`src/rtl/cnn_output_collector_pkg.sv`:
```
// Shared definitions for the cnn output collector: default geometry,
// a constant-foldable clog2, the packed pixel word and serializer states.
package cnn_output_collector_pkg;

  localparam int O_WIDTH_DEF          = 16;
  localparam int CHANNELS_OUT_DEF     = 5;
  localparam int PIXELS_PER_FRAME_DEF = 21;
  localparam int FIFO_DEPTH_DEF       = 8;

  // Ceiling log2; returns 0 for values <= 1.
  function automatic int clog2(input int value);
    int r;
    r = 0;
    while ((1 << r) < value) begin
      r = r + 1;
    end
    return r;
  endfunction

  // One cnn output pixel: channel c lives in bits [c*O_WIDTH +: O_WIDTH].
  typedef logic [CHANNELS_OUT_DEF*O_WIDTH_DEF-1:0] pixel_word_t;

  // Serializer state: IDLE while the buffer is empty, SEND while a word is offered.
  typedef enum logic {
    ST_IDLE = 1'b0,
    ST_SEND = 1'b1
  } ser_state_e;

endpackage

```
`src/rtl/cnn_output_collector_pixel_fifo.sv`:
```
// Whole-pixel buffer: synchronous FIFO with a registered occupancy count.
// The head entry is read straight out of registered storage so the
// serializer sees stable data while it walks the channels.
module cnn_pixel_fifo
  import cnn_output_collector_pkg::*;
#(
  parameter int WIDTH = CHANNELS_OUT_DEF * O_WIDTH_DEF,
  parameter int DEPTH = FIFO_DEPTH_DEF
) (
  input  logic                    clk,
  input  logic                    rst_n,
  input  logic                    push_i,
  input  logic [WIDTH-1:0]        data_i,
  input  logic                    pop_i,
  output logic [WIDTH-1:0]        data_o,
  output logic                    full_o,
  output logic                    empty_o,
  output logic [clog2(DEPTH):0]   count_o
);

  localparam int AW  = clog2(DEPTH);
  localparam int CW  = AW + 1;

  logic [WIDTH-1:0] mem_q [DEPTH];
  logic [AW-1:0]    wr_ptr_q;
  logic [AW-1:0]    rd_ptr_q;
  logic [CW-1:0]    count_q;
  logic [CW-1:0]    count_d;

  // Storage is not reset; only the pointers decide what is valid.
  always_ff @(posedge clk) begin
    if (push_i) begin
      mem_q[wr_ptr_q] <= data_i;
    end
  end

  // Next occupancy: simultaneous push and pop leaves the count unchanged.
  always_comb begin
    count_d = count_q;
    case ({push_i, pop_i})
      2'b10:   count_d = count_q + CW'(1);
      2'b01:   count_d = count_q - CW'(1);
      default: count_d = count_q;
    endcase
  end

  // Pointer and count registers; depth is a power of two so pointers wrap freely.
  always_ff @(posedge clk) begin
    if (!rst_n) begin
      wr_ptr_q <= '0;
      rd_ptr_q <= '0;
      count_q  <= '0;
    end else begin
      if (push_i) begin
        wr_ptr_q <= wr_ptr_q + AW'(1);
      end
      if (pop_i) begin
        rd_ptr_q <= rd_ptr_q + AW'(1);
      end
      count_q <= count_d;
    end
  end

  assign data_o  = mem_q[rd_ptr_q];
  assign full_o  = (count_q == CW'(DEPTH));
  assign empty_o = (count_q == '0);
  assign count_o = count_q;

endmodule

```
`src/rtl/cnn_output_collector.sv`:
```
// Output collector for the cnn: buffers whole pixels, serialises them into
// per-channel words on a ready/valid stream, throttles the cnn through
// cnn_clk_en and pulses frame_done after the last word of each frame.
// Optional statistics outputs (stall_cycles, frames_done) are built when
// CNN_COLLECTOR_STATS_EN is defined.
module cnn_output_collector
  import cnn_output_collector_pkg::*;
#(
  parameter int CHANNELS_OUT     = CHANNELS_OUT_DEF,
  parameter int O_WIDTH          = O_WIDTH_DEF,
  parameter int FIFO_DEPTH       = FIFO_DEPTH_DEF,
  parameter int PIXELS_PER_FRAME = PIXELS_PER_FRAME_DEF
) (
  input  logic                                      clk,
  input  logic                                      rst_n,
  input  logic                                      in_valid,
  input  logic [CHANNELS_OUT*O_WIDTH-1:0]           in_data,
  output logic                                      cnn_clk_en,
  output logic                                      out_valid,
  input  logic                                      out_ready,
  output logic [O_WIDTH-1:0]                        out_data,
  output logic [((clog2(CHANNELS_OUT) > 0) ? clog2(CHANNELS_OUT) : 1)-1:0] out_channel,
  output logic                                      out_last_chan,
  output logic                                      out_last_pixel,
  output logic                                      frame_done
`ifdef CNN_COLLECTOR_STATS_EN
  ,
  output logic [31:0]                               stall_cycles,
  output logic [15:0]                               frames_done
`endif
);

  localparam int CH_W  = (clog2(CHANNELS_OUT) > 0) ? clog2(CHANNELS_OUT) : 1;
  localparam int PIX_W = (clog2(PIXELS_PER_FRAME) > 0) ? clog2(PIXELS_PER_FRAME) : 1;
  localparam int CNT_W = clog2(FIFO_DEPTH) + 1;
  localparam int PW    = CHANNELS_OUT * O_WIDTH;

  logic             fifo_full;
  logic             fifo_empty;
  logic [CNT_W-1:0] fifo_count;
  logic [PW-1:0]    head_pixel;
  logic             push;
  logic             pop;
  logic             accept;
  logic             last_chan;
  logic             last_pixel;

  ser_state_e       state_q;
  ser_state_e       state_d;
  logic [CH_W-1:0]  chan_q;
  logic [CH_W-1:0]  chan_d;
  logic [PIX_W-1:0] pix_q;
  logic [PIX_W-1:0] pix_d;
  logic             frame_done_q;
  logic             frame_done_d;

  logic [O_WIDTH-1:0] lane [CHANNELS_OUT];

  cnn_pixel_fifo #(
    .WIDTH (PW),
    .DEPTH (FIFO_DEPTH)
  ) u_fifo (
    .clk     (clk),
    .rst_n   (rst_n),
    .push_i  (push),
    .data_i  (in_data),
    .pop_i   (pop),
    .data_o  (head_pixel),
    .full_o  (fifo_full),
    .empty_o (fifo_empty),
    .count_o (fifo_count)
  );

  // Stall decision comes only from the registered count, never from out_ready.
  assign cnn_clk_en = !fifo_full;
  assign push       = in_valid && cnn_clk_en;
  assign out_valid  = !fifo_empty;
  assign accept     = (state_q == ST_SEND) && out_ready;
  assign last_chan  = (chan_q == CH_W'(CHANNELS_OUT - 1));
  assign last_pixel = (pix_q == PIX_W'(PIXELS_PER_FRAME - 1));
  assign pop        = accept && last_chan;

  // Split the head pixel into per-channel lanes.
  for (genvar gi = 0; gi < CHANNELS_OUT; gi++) begin : g_lane
    assign lane[gi] = head_pixel[gi*O_WIDTH +: O_WIDTH];
  end

  // Select the lane addressed by the channel counter.
  always_comb begin
    out_data = lane[0];
    for (int c = 0; c < CHANNELS_OUT; c++) begin
      if (chan_q == CH_W'(c)) begin
        out_data = lane[c];
      end
    end
  end

  assign out_channel    = chan_q;
  assign out_last_chan  = last_chan;
  assign out_last_pixel = last_pixel;
  assign frame_done     = frame_done_q;

  // Serializer next state plus channel, pixel and frame-done next values.
  always_comb begin
    state_d      = state_q;
    chan_d       = chan_q;
    pix_d        = pix_q;
    frame_done_d = 1'b0;

    case (state_q)
      ST_IDLE: begin
        if (push) begin
          state_d = ST_SEND;
        end
      end
      ST_SEND: begin
        if (pop && (fifo_count == CNT_W'(1)) && !push) begin
          state_d = ST_IDLE;
        end
      end
      default: state_d = ST_IDLE;
    endcase

    if (accept) begin
      chan_d = last_chan ? '0 : chan_q + CH_W'(1);
    end

    if (pop) begin
      pix_d        = last_pixel ? '0 : pix_q + PIX_W'(1);
      frame_done_d = last_pixel;
    end
  end

  // Serializer and counter registers.
  always_ff @(posedge clk) begin
    if (!rst_n) begin
      state_q      <= ST_IDLE;
      chan_q       <= '0;
      pix_q        <= '0;
      frame_done_q <= 1'b0;
    end else begin
      state_q      <= state_d;
      chan_q       <= chan_d;
      pix_q        <= pix_d;
      frame_done_q <= frame_done_d;
    end
  end

`ifdef CNN_COLLECTOR_STATS_EN
  logic [31:0] stall_cycles_q;
  logic [15:0] frames_done_q;

  // Saturating counters of cnn stall cycles and completed frames.
  always_ff @(posedge clk) begin
    if (!rst_n) begin
      stall_cycles_q <= '0;
      frames_done_q  <= '0;
    end else begin
      if (in_valid && !cnn_clk_en && (stall_cycles_q != '1)) begin
        stall_cycles_q <= stall_cycles_q + 32'd1;
      end
      if (frame_done_q && (frames_done_q != '1)) begin
        frames_done_q <= frames_done_q + 16'd1;
      end
    end
  end

  assign stall_cycles = stall_cycles_q;
  assign frames_done  = frames_done_q;
`else
  // Statistics disabled: no counters and no extra ports.
`endif

endmodule

```
`config.mk`:
```
export PLATFORM = sky130hd
export DESIGN_NAME = cnn_output_collector
export DESIGN_NICKNAME = d
export VERILOG_FILES = /design/src/rtl/cnn_output_collector_pkg.sv /design/src/rtl/cnn_output_collector_pixel_fifo.sv /design/src/rtl/cnn_output_collector.sv
export SDC_FILE = /design/constraint.sdc
export NUM_CORES = 1
export LEC_CHECK = 0
export CORE_MARGIN = 8
export CORE_UTILIZATION = 51
export DETAILED_ROUTE_END_ITERATION = 16
export GPL_ROUTABILITY_DRIVEN = 0
export GPL_TIMING_DRIVEN = 1
export PLACE_DENSITY = 0.76
export SKIP_CTS_REPAIR_TIMING = 1
export SYNTH_ARGS = -nofsm -noshare
export SYNTH_HDL_FRONTEND = slang
export SYNTH_SLANG_ARGS = --single-unit
```
`constraint.sdc`:
```
create_clock -name clk -period 11.1 [get_ports clk]
set_clock_uncertainty 0.2 [all_clocks]
set_input_delay 2.22 -clock clk [delete_from_list [all_inputs] [get_ports clk]]
set_output_delay 2.22 -clock clk [all_outputs]
set_load 0.02 [all_outputs]
```
==> results_dict.tcl <==
set metrics [dict create \
    die_area_um2 57900 \
    cts_num_sinks 663 \
    cts_tree "built" \
    cts_made_buffers 61 \
    status "complete, no violations" \
    synthCells 1312 \
    grt_pass1_vias 13000 \
    worstPathArrival_ns 4.13 \
    reg2reg_from "u_fifo.count_o[0]" \
    synth_area_um2 25700 \
    endpoint_kind "output pin" \
    rows 82 \
    endpoint "out_data[8]" \
    synth_area_per_cell_um2 19.6 \
    routed_via_density 6.01 \
    r2r_slack_ns 7.24 \
    reg2reg_depth 7 \
    final_nets 1530 \
    holdCritPathClass "reg -> reg" \
    ys_warn_count 0 \
    drt-total-wl_um 57300 \
    final_common_cell "edfxtp_1" \
    ys_seq_area_share_pct 76.5 \
    critPathLaunchType "flop" \
    fp.dieW_um 241 \
    finalSetupTns_ns 0 \
    powerDensity_nw_per_um2 170 \
    cp_max_fo 40 \
    post-place-ws_ns 5.02 \
    drive_above_1_share_pct 12.6 \
    cts-root-buf "clkbuf_16" \
    hold_violations 0 \
    drv_cap 0 \
    overflow 0 \
    cts_max_path_buffers 3 \
    die_y_um 241 \
    h-tree-depth 2 \
    clk_latency_ns 0.61 \
    synth_cell_types 41 \
    leakagePower_uw 0.00879 \
    antenna_found_initial 11 \
    cp_data_required_time_ns 8.68 \
    avgRoutedWirePerCell_um 26.6 \
    syn-num-nets 1410 \
    grt_pass1_wl_um 83500 \
    max_clock_freq_mhz 153 \
    tightest_slew_ns 1.22 \
    rsz0062_at_grt "false" \
    grt_max_degree 127 \
    drc 0 \
    finalWorstSetupSlack_ns 4.55 \
    clkSlewWorstSetupHoldPaths_ns 0.06 \
    critPathKind "reg -> out" \
    fillerInstances 3557 \
    relSlewSlack_pct 19.0 \
    finalSetupViolCount 0 \
    area_growth_pct 14.4 \
    ys_seq_elements 663 \
    hpwlAfterDp_um 32400 \
    drt-initial-drc-count 1354 \
    final_cell_mix "edfxtp_1 (640), mux2i_1 (225), clkdlybuf4s50_1 (107), a22oi_1 (96), mux4_2 (64)" \
    synth_edf_count 640 \
    grt_usage_pct 19.5 \
    port_buffers 107 \
    io_pins 108 \
    drt_first_pass_iters 7 \
    drv_slew 0 \
    async_flop_share_pct 0 \
    fin_crit_sh_pct 59.0 \
    coreArea_um2 50000 \
    peakVddDrop_v 0.000117 \
    fin_crit_ns 6.55 \
    ant_nets 0 \
    synth-main-ff-cell "edfxtp_1" \
    timing.rr.end "u_fifo.mem_q[6][45]" \
    initial_core_util_pct 51.5 \
    routed-via-count 13000 \
]
[through the flow]
stage | total power [uW] | instances | hold WS, ns | util, % | cell area [um^2]
2_1_floorplan | 2940 | 1312 | 0.262 | - | 25700
3_3_place_gp | 3050 | 2041 | 0.280 | 55.1 | 27500
3_5_place_dp | 3060 | 2041 | 0.311 | 55.1 | 27500
4_1_cts | 5050 | 2152 | 0.320 | 58.9 | 29400
5_1_grt | 5160 | 2155 | 0.341 | 58.9 | 29400
6_report | 5010 | 2158 | 0.311 | 58.9 | 29400
[logic make-up (layout without fill, tap and decap cells)]
group / Yosys count / in the layout / share of synthesized area [%]
flip-flops: 663 / 663 / 76.5
multiplexers: 289 / 289 / 14.4
AND/OR/NAND/NOR: 130 / 130 / 2.74
AO/OA/AOI/OAI: 124 / 124 / 3.66
buffers and inverters: 81 / 249 / 1.68
adder cells (fa/ha/maj): 14 / 14 / 0.681
XOR/XNOR: 11 / 11 / 0.375
other: 0 / 6 / 0
[registers in the layout, indices dropped and copies added (netlist names), named ones only]
signal / flops
frame_done: 1
pix_q: 5
out_channel: 3
u_fifo.wr_ptr_q: 3
u_fifo.mem_q: 640
u_fifo.rd_ptr_q: 3
u_fifo.count_o: 4
state_q: 1
[layer usage]
metal  vias up  global-route usage (%)  wire [um]
met5         -                       0         69
met4        10                    6.56       1480
met3       102                    6.26       5770
met2       627                    31.3      27700
met1      6596                    25.2      22300
li1       5627                       -          -
[power breakdown]
group	switching [uW]	internal (uW)	total [uW]
Clock	865	1140	2010
Combinational	122	76.8	199
Sequential	12.5	2790	2810
Total	1000	4010	5010
[area by class of cell]
type | count | area, um^2 | area share (%)
multi-input cells | 568 | 5700 | 19.4
repair buffers | 129 | 1250 | 4.24
flip-flops and latches | 663 | 19700 | 66.9
inverters | 9 | 33.8 | 0.115
diodes | 6 | 15.0 | 0.0510
clock buffers | 73 | 1610 | 5.48
well taps | 672 | 841 | 2.86
clock inverters | 38 | 297 | 1.01
[worst min path at each step]
stage / from / end / slack [ns] / cells after the start
floorplan: state_q / state_q / 0.26 / 2
global placement: u_fifo.rd_ptr_q[1] / flop / 0.28 / 2
detailed placement: state_q / state_q / 0.31 / 2
CTS: state_q / state_q / 0.32 / 2
global route: state_q / state_q / 0.34 / 2
finish: u_fifo.rd_ptr_q[1] / flop / 0.31 / 2
[cells in the mapped netlist, types with 5 or more instances]
cell / count / area [um^2]
edfxtp_1: 640 / 19200
mux2i_1: 225 / 2250
a22oi_1: 96 / 721
mux4_2: 64 / 1440
buf_2: 44 / 220
nand3_1: 38 / 190
nand4_1: 34 / 213
dfxtp_1: 23 / 460
clkbuf_1: 17 / 63.8
nand2_1: 17 / 63.8
o22a_1: 16 / 140
ha_1: 14 / 175
nor2_1: 12 / 45.0
and2_1: 8 / 50.1
inv_1: 8 / 30.0
a21boi_0: 6 / 45.0
xnor2_1: 6 / 52.6
xor2_1: 5 / 43.8
[worst max-delay path, cell delays in order (launching register included)]
cell and delay [ns]:
dfxtp_4 0.74, buf_4 0.74, mux4_2 0.59, mux2i_1 0.49, o22a_1 0.21, nand4_1 0.13, clkdlybuf4s50_1 0.58
(Power assumes the default switching activity.)
